**src/rtl/scan_mux_if.sv**
```systemverilog
// scan_mux bus: packed channel inputs, select/mode controls and registered outputs.
// ChMask exists only when SCAN_MUX_MASK_EN is defined.
interface scan_mux_if #(
    parameter int W = 8,
    parameter int N = 4
);
    localparam int SELW = $clog2(N);

    logic [N*W-1:0]  Din;
    logic [SELW-1:0] Sel;
    logic            Auto;
`ifdef SCAN_MUX_MASK_EN
    logic [N-1:0]    ChMask;
`endif
    logic [W-1:0]    Dout;
    logic [SELW-1:0] ChIdx;
    logic            ChChange;

    modport master (
`ifdef SCAN_MUX_MASK_EN
        output ChMask,
`endif
        output Din, Sel, Auto,
        input  Dout, ChIdx, ChChange
    );

    modport slave (
`ifdef SCAN_MUX_MASK_EN
        input  ChMask,
`endif
        input  Din, Sel, Auto,
        output Dout, ChIdx, ChChange
    );
endinterface

```
**src/rtl/scan_mux.sv**
```systemverilog
// scan_mux: N-channel registered selector, manual select or auto-scan every DWELL clocks.
// Optional channel mask enabled by defining SCAN_MUX_MASK_EN.
module scan_mux #(
    parameter int W     = 8,
    parameter int N     = 4,
    parameter int DWELL = 3
) (
    input  logic        Clock,
    input  logic        Resetn,
    scan_mux_if.slave   bus
);
    localparam int SELW = $clog2(N);
    localparam int SW1  = SELW + 1;
    localparam int CW   = $clog2(DWELL) + 1;

    typedef enum logic {MANUAL, AUTO} state_t;

    state_t            r_state;
    state_t            w_state_nxt;
    logic [CW-1:0]     r_cnt;
    logic [CW-1:0]     w_cnt_nxt;
    logic [SELW-1:0]   r_chidx;
    logic [SELW-1:0]   w_nidx;
    logic [SELW-1:0]   w_scan_nxt;
    logic [W-1:0]      r_dout;
    logic              r_chg;
    logic [N-1:0]      w_elig;
    logic [(1<<SELW)-1:0] w_elig_ext;
    logic [SW1-1:0]    w_j;
    logic              w_found;

    // Channel eligibility, padded to the full select range so Sel can index it directly.
    always_comb begin
`ifdef SCAN_MUX_MASK_EN
        w_elig = bus.ChMask;
`else
        w_elig = '1;
`endif
        w_elig_ext = '0;
        w_elig_ext[N-1:0] = w_elig;
    end

    // Next eligible channel after the current one, wrapping; holds when none is found.
    always_comb begin
        w_scan_nxt = r_chidx;
        w_found    = 1'b0;
        w_j        = '0;
        for (int k = 1; k < N; k++) begin
            w_j = {1'b0, r_chidx} + SW1'(k);
            if (w_j >= SW1'(N)) begin
                w_j = w_j - SW1'(N);
            end
            if (!w_found && w_elig_ext[w_j[SELW-1:0]]) begin
                w_scan_nxt = w_j[SELW-1:0];
                w_found    = 1'b1;
            end
        end
    end

    // Mode follows Auto one clock late; dwell counter and next index per mode.
    always_comb begin
        w_state_nxt = bus.Auto ? AUTO : MANUAL;
        w_cnt_nxt   = '0;
        w_nidx      = r_chidx;
        unique case (r_state)
            MANUAL: begin
                if (w_elig_ext[bus.Sel]) begin
                    w_nidx = bus.Sel;
                end
            end
            AUTO: begin
                if (r_cnt == CW'(DWELL - 1)) begin
                    w_nidx = w_scan_nxt;
                end else begin
                    w_cnt_nxt = r_cnt + 1'b1;
                end
            end
        endcase
    end

    // State, counter and registered outputs; Dout refreshed from Din every clock.
    always_ff @(posedge Clock or negedge Resetn) begin
        if (!Resetn) begin
            r_state <= MANUAL;
            r_cnt   <= '0;
            r_chidx <= '0;
            r_dout  <= '0;
            r_chg   <= 1'b0;
        end else begin
            r_state <= w_state_nxt;
            r_cnt   <= w_cnt_nxt;
            r_chidx <= w_nidx;
            r_dout  <= bus.Din[w_nidx*W +: W];
            r_chg   <= (w_nidx != r_chidx);
        end
    end

    assign bus.Dout     = r_dout;
    assign bus.ChIdx    = r_chidx;
    assign bus.ChChange = r_chg;
endmodule

```
**src/flat_wrapper.sv**
```systemverilog
// flat-port wrapper written by rule: the top's interface ports become plain ports
module scan_mux_flat 
#(
    parameter int W     = 8,
    parameter int N     = 4,
    parameter int DWELL = 3
)
  (Clock, Resetn, bus_Din, bus_Sel, bus_Auto, bus_Dout, bus_ChIdx, bus_ChChange);
  scan_mux_if #(.W(W), .N(N)) bus_i ();
  input  logic Clock;
  input  logic Resetn;
  input wire logic [$bits(bus_i.Din)-1:0] bus_Din;
  input wire logic [$bits(bus_i.Sel)-1:0] bus_Sel;
  input wire logic [$bits(bus_i.Auto)-1:0] bus_Auto;
  output wire logic [$bits(bus_i.Dout)-1:0] bus_Dout;
  output wire logic [$bits(bus_i.ChIdx)-1:0] bus_ChIdx;
  output wire logic [$bits(bus_i.ChChange)-1:0] bus_ChChange;
  assign bus_i.Din = bus_Din;
  assign bus_i.Sel = bus_Sel;
  assign bus_i.Auto = bus_Auto;
  assign bus_Dout = bus_i.Dout;
  assign bus_ChIdx = bus_i.ChIdx;
  assign bus_ChChange = bus_i.ChChange;
  scan_mux #(.W(W), .N(N), .DWELL(DWELL)) u_core (.Clock(Clock), .Resetn(Resetn), .bus(bus_i));
endmodule
```
**config.mk**
```make
export PLATFORM = sky130hd
export DESIGN_NAME = scan_mux_flat
export DESIGN_NICKNAME = d
export VERILOG_FILES = /design/src/rtl/scan_mux_if.sv /design/src/rtl/scan_mux.sv /design/src/flat_wrapper.sv
export SDC_FILE = /design/constraint.sdc
export NUM_CORES = 1
export LEC_CHECK = 0
export ABC_CLOCK_PERIOD_IN_PS = 2250
export BUFFER_PORTS_ARGS = -buffer_cell sky130_fd_sc_hd__buf_2
export CAP_MARGIN = 15
export CORE_ASPECT_RATIO = 1.5
export CORE_MARGIN = 3
export CORE_UTILIZATION = 30
export CTS_CLUSTER_DIAMETER = 30
export DETAILED_ROUTE_END_ITERATION = 7
export GPL_TIMING_DRIVEN = 0
export PLACE_DENSITY = 0.7
export SLEW_MARGIN = 10
export SYNTH_ARGS = -nofsm -noshare
export SYNTH_HDL_FRONTEND = slang
export SYNTH_SLANG_ARGS = --single-unit
```
**constraint.sdc**
```tcl
create_clock -name Clock -period 2.25 [get_ports Clock]
set_clock_uncertainty 0.15 [all_clocks]
set_input_delay 0.1125 -clock Clock [delete_from_list [all_inputs] [get_ports Clock]]
set_output_delay 0.1125 -clock Clock [all_outputs]
set_load 0.005 [all_outputs]
```
==> run summary, run 1 <==
Yosys warning count -> 0
ys async rst share -> 100%
Top Ports -> 48
global placer's final weighted congestion -> 0.776
area of the multi-input gates -> 367 sq um
TritonRoute pass-1 iters -> 4
worst r2r dst -> u_core.bus.Dout[2]
CTS Sinks -> 15
Reg area -> 375 sq um
diode count -> 0
Synth Flop Type -> dfrtp_1
placed cell count -> 150
clock buffer depth -> 2
largest fanout on the critical path -> 10
max-cap viol count -> 0
Synth area leaders -> dfrtp_1 48%, nand2_1 13%, a32oi_1 9.0%
top cell type's share of synthesized area -> 48.1%
Synthesized Nets -> 116
final wirelength -> 2.59 mm
global-route usage over all layers -> 16.8%
Gate Count Post-Synth -> 79
number of global-route vias before repair -> 893
# Post-CTS Setup Buffers -> 0
Area growth syn-to-layout -> 73.7%
share of cells above drive strength 1 -> 38.0%
CP Class -> reg -> reg
via density per instance -> 4.97
critical path data required time -> 2.29 ns
Max Clk Rate -> 0.505 GHz
Chip Width -> 47.7 um
Routed Antenna Nets -> 0
status -> completed
Slew Limit Headroom -> 65.5%
first-pass GRT wire length -> 3.90 mm
setup_tns -> 0 ns
Post-synth EDFFs -> 0
Core Footprint -> 2480 sq um
Synth Cell Area -> 781 sq um
CTS Root Cell -> clkbuf_4
number of port buffers -> 47
FF-to-FF Start -> u_core.r_cnt[0]
drt drc -> 0
die area -> 3260 sq um
grt total ovfl -> 0
H-tree levels -> 1
power per cell area -> 561 nW/um^2
Avg Cell Area, Syn -> 9.88 sq um
DR vias -> 905
Setup crit start -> u_core.r_cnt[0]
DR iter-0 viols -> 41
Worst setup EP type -> register
Final Core Density -> 54.7%
Fin. Hold Viols -> 0
leading area contributor after synthesis -> dfrtp_1
Worst setup SP type -> register
Chip Height -> 68.5 um
Yosys cell types -> 21
clock slew at reported path FFs -> 0.08 ns
RSZ-0062 raised after global routing -> no
final non-filler cell total -> 182
number of CTS-inserted buffers -> 3
critical path arrival -> 2.02 ns
reg2reg setup slack -> 0.27 ns
clk_lat worst skew -> 0.27 ns
largest net degree at the start of global routing -> 16
Fill cells -> 225
initial antenna violation count -> 0
crit path time final -> 1.98 ns
worst hold path class -> in -> reg
Avg WL per Cell -> 14.2 um
Tcrit/Tclk final -> 88.0%
Nets -> 196
worst-margin pin slew -> 0.508 ns
CTS tree -> yes
Starting Density -> 31.5%
Pleak -> 0.663 nW
Peak VDD IR -> 0.336 mV
Slew Limit Fails -> 0
Synth Register Bits -> 15
# rows -> 22
dpl hpwl -> 1.57 mm
Final Setup Violations -> 0
Reg2Reg Depth -> 6
sequential share of the synthesized area -> 48.1%
Critical Path Sink -> u_core.bus.Dout[2]
cells in the mapped netlist, types with 2 or more instances:
master / n
a32oi_1: 8
dfrtp_1: 15
nand2_1: 27
buf_6: 2
mux2i_1: 2
a21oi_1: 7
xor2_1: 3
and2_1: 2
worst max-delay path, cell delays in order, from the launching register on:
cell	delay [ns]
dfrtp_1	0.43
nor3b_2	0.29
xor2_1	0.12
mux2i_2	0.44
buf_4	0.27
a21oi_2	0.04
a32oi_1	0.15
routing by layer:
layer | up-vias | track usage, % | part of all wire (%) | wire, um
met5 | - | 0 | 0 | 0
met4 | 0 | 8.08 | 3.1 | 80
met3 | 10 | 2.37 | 7.1 | 183
met2 | 53 | 28.0 | 53 | 1360
met1 | 414 | 20.5 | 37 | 958
li1 | 428 | - | - | -
cell type report:
class / instances / share of cell area, %
Buffer: 4 / 2.58
Clock buffer: 4 / 1.94
Inverter: 2 / 0.554
Multi-Input combinational cell: 58 / 27.0
Sequential cell: 15 / 27.7
Tap cell: 24 / 2.21
Timing Repair Buffer: 75 / 38.0
kinds of logic (layout without fill, tap and decap cells):
| kind of cell | count (synthesis) | after routing | synth area share (%) |
|---|---|---|---|
| xor gates and xnor gates | 5 | 5 | 6.57 |
| and+or+nand+nor | 33 | 33 | 19.2 |
| AOI/OAI and AO/OA | 17 | 17 | 15.2 |
| buffers and inverters | 6 | 85 | 5.45 |
| DFF | 15 | 15 | 48.1 |
| muxes | 3 | 3 | 5.45 |
registers in the layout (all words and copies together) (netlist names):
register / flops
u_core.bus.Dout: 8
u_core.r_cnt: 3
u_core.bus.ChIdx: 2
u_core.bus.ChChange: 1
u_core.r_state: 1
where the power goes:
group / switching [W] / internal (W) / total (W)
Sequential: 0.0000227 / 0.000315 / 0.000338
Combinational: 0.000134 / 0.000148 / 0.000282
Clock: 0.0000723 / 0.0000685 / 0.000141
Total: 0.000229 / 0.000532 / 0.000761
through the flow:
step | setup slack, ns | instance area, sq um | total power (W) | hold slack (ns)
final | 0.270 | 1360 | 0.000761 | 0.0117
after floorplan | 0.482 | 781 | 0.000472 | -0.333
after CTS | 0.162 | 1350 | 0.000760 | 0.00430
after detailed placement | 0.175 | 1050 | 0.000580 | -0.128
after global routing | 0.133 | 1360 | 0.000818 | 0.0116
after global placement | 0.172 | 1050 | 0.000573 | -0.130
cell usage in the layout (no fill, tap or decap), drive strengths merged:
cell type | synthesis | routed
inv | 2 | 2
and4bb | 1 | 1
xnor2 | 1 | 1
xor2 | 4 | 4
a32oi | 8 | 8
o21ai | 1 | 1
a21oi | 8 | 8
nor3b | 2 | 2
dlygate4sd3 | 0 | 28
nand2 | 27 | 27
dfrtp | 15 | 15
and2 | 2 | 2
buf | 4 | 51
clkbuf | 0 | 4
mux2i | 3 | 3
nor2 | 1 | 1
how the worst min path moves through the flow:
stage	startpoint	end	slack, ns	cells past startpoint
after global routing	bus_Din[26]	u_core.bus.Dout[2]	0.01	3
after global placement	Resetn	u_core.r_cnt[1]	-0.13	1
after floorplan	Resetn	u_core.bus.ChChange	-0.33	0
final	bus_Din[26]	u_core.bus.Dout[2]	0.01	3
after CTS	bus_Din[26]	u_core.bus.Dout[2]	0.004	3
after detailed placement	Resetn	u_core.r_cnt[1]	-0.13	1
repair_timing:
| item | 4_1_cts | 5_1_grt |
|---|---|---|
| hold buffers | 28 | 0 |
| hold endpoints to repair | 24 | 0 |
| gates resized for setup | 0 | 1 |
| setup endpoints to repair | 0 | 1 |
Note: power is estimated with default switching activity, not from simulation.
==> inputs of run 2 (changes only) <==
ABC_AREA = 1   (was default)
PLACE_DENSITY = 0.54   (was 0.7)
TNS_END_PERCENT = 50   (was default)
==> run 2 against run 1 <==
  * Clock-buffer cell count shrank 1
  * Cell count is 33% higher
  * Total power is 18% higher
  * Flip-flop and latch count unchanged
  * Clock power is 55% higher
  * Largest cell class is now multi-input combinational cells
==> run summary, run 2 <==
status -> completed
DR iter-0 viols -> 13
Synth Register Bits -> 15
reg2reg setup slack -> 0.69 ns
clk_lat worst skew -> 0.25 ns
Starting Density -> 31.6%
number of global-route vias before repair -> 1,134
CTS Sinks -> 15
largest fanout on the critical path -> 9
number of port buffers -> 47
Avg Cell Area, Syn -> 6.69 sq um
number of CTS-inserted buffers -> 3
initial antenna violation count -> 0
# rows -> 25
Worst setup EP type -> register
crit path time final -> 1.56 ns
worst hold path class -> in -> reg
global-route usage over all layers -> 15.3%
Pleak -> 0.837 nW
leading area contributor after synthesis -> dfrtp_1
worst r2r dst -> u_core.bus.Dout[7]
final wirelength -> 2.66 mm
Slew Limit Headroom -> 72.7%
Fin. Hold Viols -> 0
clock buffer depth -> 2
hold path startpoint -> bus_Din[31]
CTS Root Cell -> clkbuf_8
ys async rst share -> 100%
Tcrit/Tclk final -> 69.3%
share of cells above drive strength 1 -> 31.2%
Worst Hold Endpoint -> u_core.bus.Dout[7]
Yosys cell types -> 20
leading cell type in the layout, fill and taps excluded -> buf_2
Gate Count Post-Synth -> 149
Synth area leaders -> dfrtp_1 38%, nand3_1 22%, inv_1 14%
Max Clk Rate -> 0.641 GHz
worst-margin pin slew -> 0.409 ns
DR vias -> 1,071
Final Setup Violations -> 0
first-pass GRT wire length -> 4.72 mm
Synth Flop Type -> dfrtp_1
dpl hpwl -> 2.17 mm
Synthesized Nets -> 186
critical path arrival -> 1.60 ns
top-count cell post-synth -> nand3_1
Peak VDD IR -> 0.279 mV
Yosys warning count -> 0
Post-synth top cells -> 43 x nand3_1, 38 x inv_1, 33 x nand2_1
TritonRoute pass-1 iters -> 4
Worst setup SP type -> register
diode count -> 0
Chip Width -> 53.1 um
max-cap viol count -> 0
Synth Cell Area -> 997 sq um
Core Footprint -> 3160 sq um
die area -> 4070 sq um
max FFs per register -> 8
largest net degree at the start of global routing -> 16
Reg2Reg Depth -> 9
grt total ovfl -> 0
Chip Height -> 76.6 um
PnR Total Power -> 0.000894 W
FF-to-FF Start -> u_core.r_cnt[0]
drt drc -> 0
Post-synth EDFFs -> 0
setup_tns -> 0 ns
sequential share of the synthesized area -> 37.6%
Avg WL per Cell -> 11.0 um
Slew Limit Fails -> 0
Nets -> 240
clock slew at reported path FFs -> 0.06 ns
global placer's final weighted congestion -> 0.818
power per cell area -> 663 nW/um^2
most frequent cells in the layout -> 48 x buf_2, 43 x nand3_1, 38 x inv_1
H-tree levels -> 1
via density per instance -> 4.43
RSZ-0062 raised after global routing -> no
Area growth syn-to-layout -> 35.3%
hold path cells -> 5
CTS tree -> yes
top cell type's share of synthesized area -> 37.6%
Routed Antenna Nets -> 0
critical path data required time -> 2.29 ns
CP Class -> reg -> reg
Top Ports -> 48
run 2: worst max-delay path, cell delays in order, from the launching register on:
cell	delay, ns
dfrtp_1	0.43
inv_2	0.09
nand2_1	0.06
nor2_2	0.12
nand2_1	0.09
nand2_1	0.07
nand2_1	0.07
nand2_2	0.16
nand3_1	0.15
nand2_1	0.09
run 2: worst max-delay path by stage:
stage,from,to,slack (ns),depth (start not counted)
2_1_floorplan,u_core.r_cnt[2],u_core.bus.Dout[2],0.89,7
3_3_place_gp,u_core.r_state,u_core.bus.Dout[4],0.70,7
3_5_place_dp,u_core.r_state,u_core.bus.Dout[2],0.70,7
4_1_cts,u_core.r_state,u_core.bus.Dout[2],0.68,7
5_1_grt,u_core.r_cnt[2],u_core.bus.Dout[3],0.52,7
6_report,u_core.r_cnt[0],u_core.bus.Dout[7],0.69,9
run 2: layout make-up:
cell class / count / area [sq um]
multi-input cells: 91 / 448
fillers: 355 / 1810
repair buffers: 49 / 255
clock inverters: 1 / 5.00
well taps: 40 / 50.0
inverters: 39 / 146
plain buffers: 4 / 27.5
clock buffers: 3 / 41.3
flip-flops and latches: 15 / 375
run 2: power breakdown:
| group | switching (W) | internal [W] |
|---|---|---|
| Sequential | 0.0000283 | 0.000323 |
| Clock | 0.0000962 | 0.000123 |
| Combinational | 0.000187 | 0.000137 |
| Total | 0.000312 | 0.000583 |
run 2: through the flow:
stage               util (%)  hold WS, ns  instance area [sq um]  cells  setup WS [ns]
global placement        40.6       -0.123                   1280    236          0.703
detailed placement      40.6       -0.116                   1280    236          0.696
CTS                     42.7      0.00805                   1350    242          0.683
floorplan                  -       -0.333                    997    149          0.886
finish                  42.7       0.0104                   1350    242          0.691
global route            42.7       0.0408                   1350    242          0.515
run 2: per-layer routing:
layer | up-vias | track usage (%) | part of all wire (%)
met5 | - | 0 | 0
met4 | 0 | 6.14 | 1.9
met3 | 5 | 1.76 | 6.8
met2 | 41 | 28.0 | 54
met1 | 462 | 16.9 | 37
li1 | 563 | - | -
run 2: kinds of logic after synthesis:
kind of cell    count (synthesis)  synth area share [%]
compound gates                  3                  1.88
xor+xnor                        1                 0.878
buf+inv                        43                  17.4
flops                          15                  37.6
simple gates                   87                  42.2
run 2: timing repair:
item	in CTS	in global routing
setup buffers	0	0
hold buffers	2	0
gates resized for setup	0	0
hold endpoints to repair	16	0
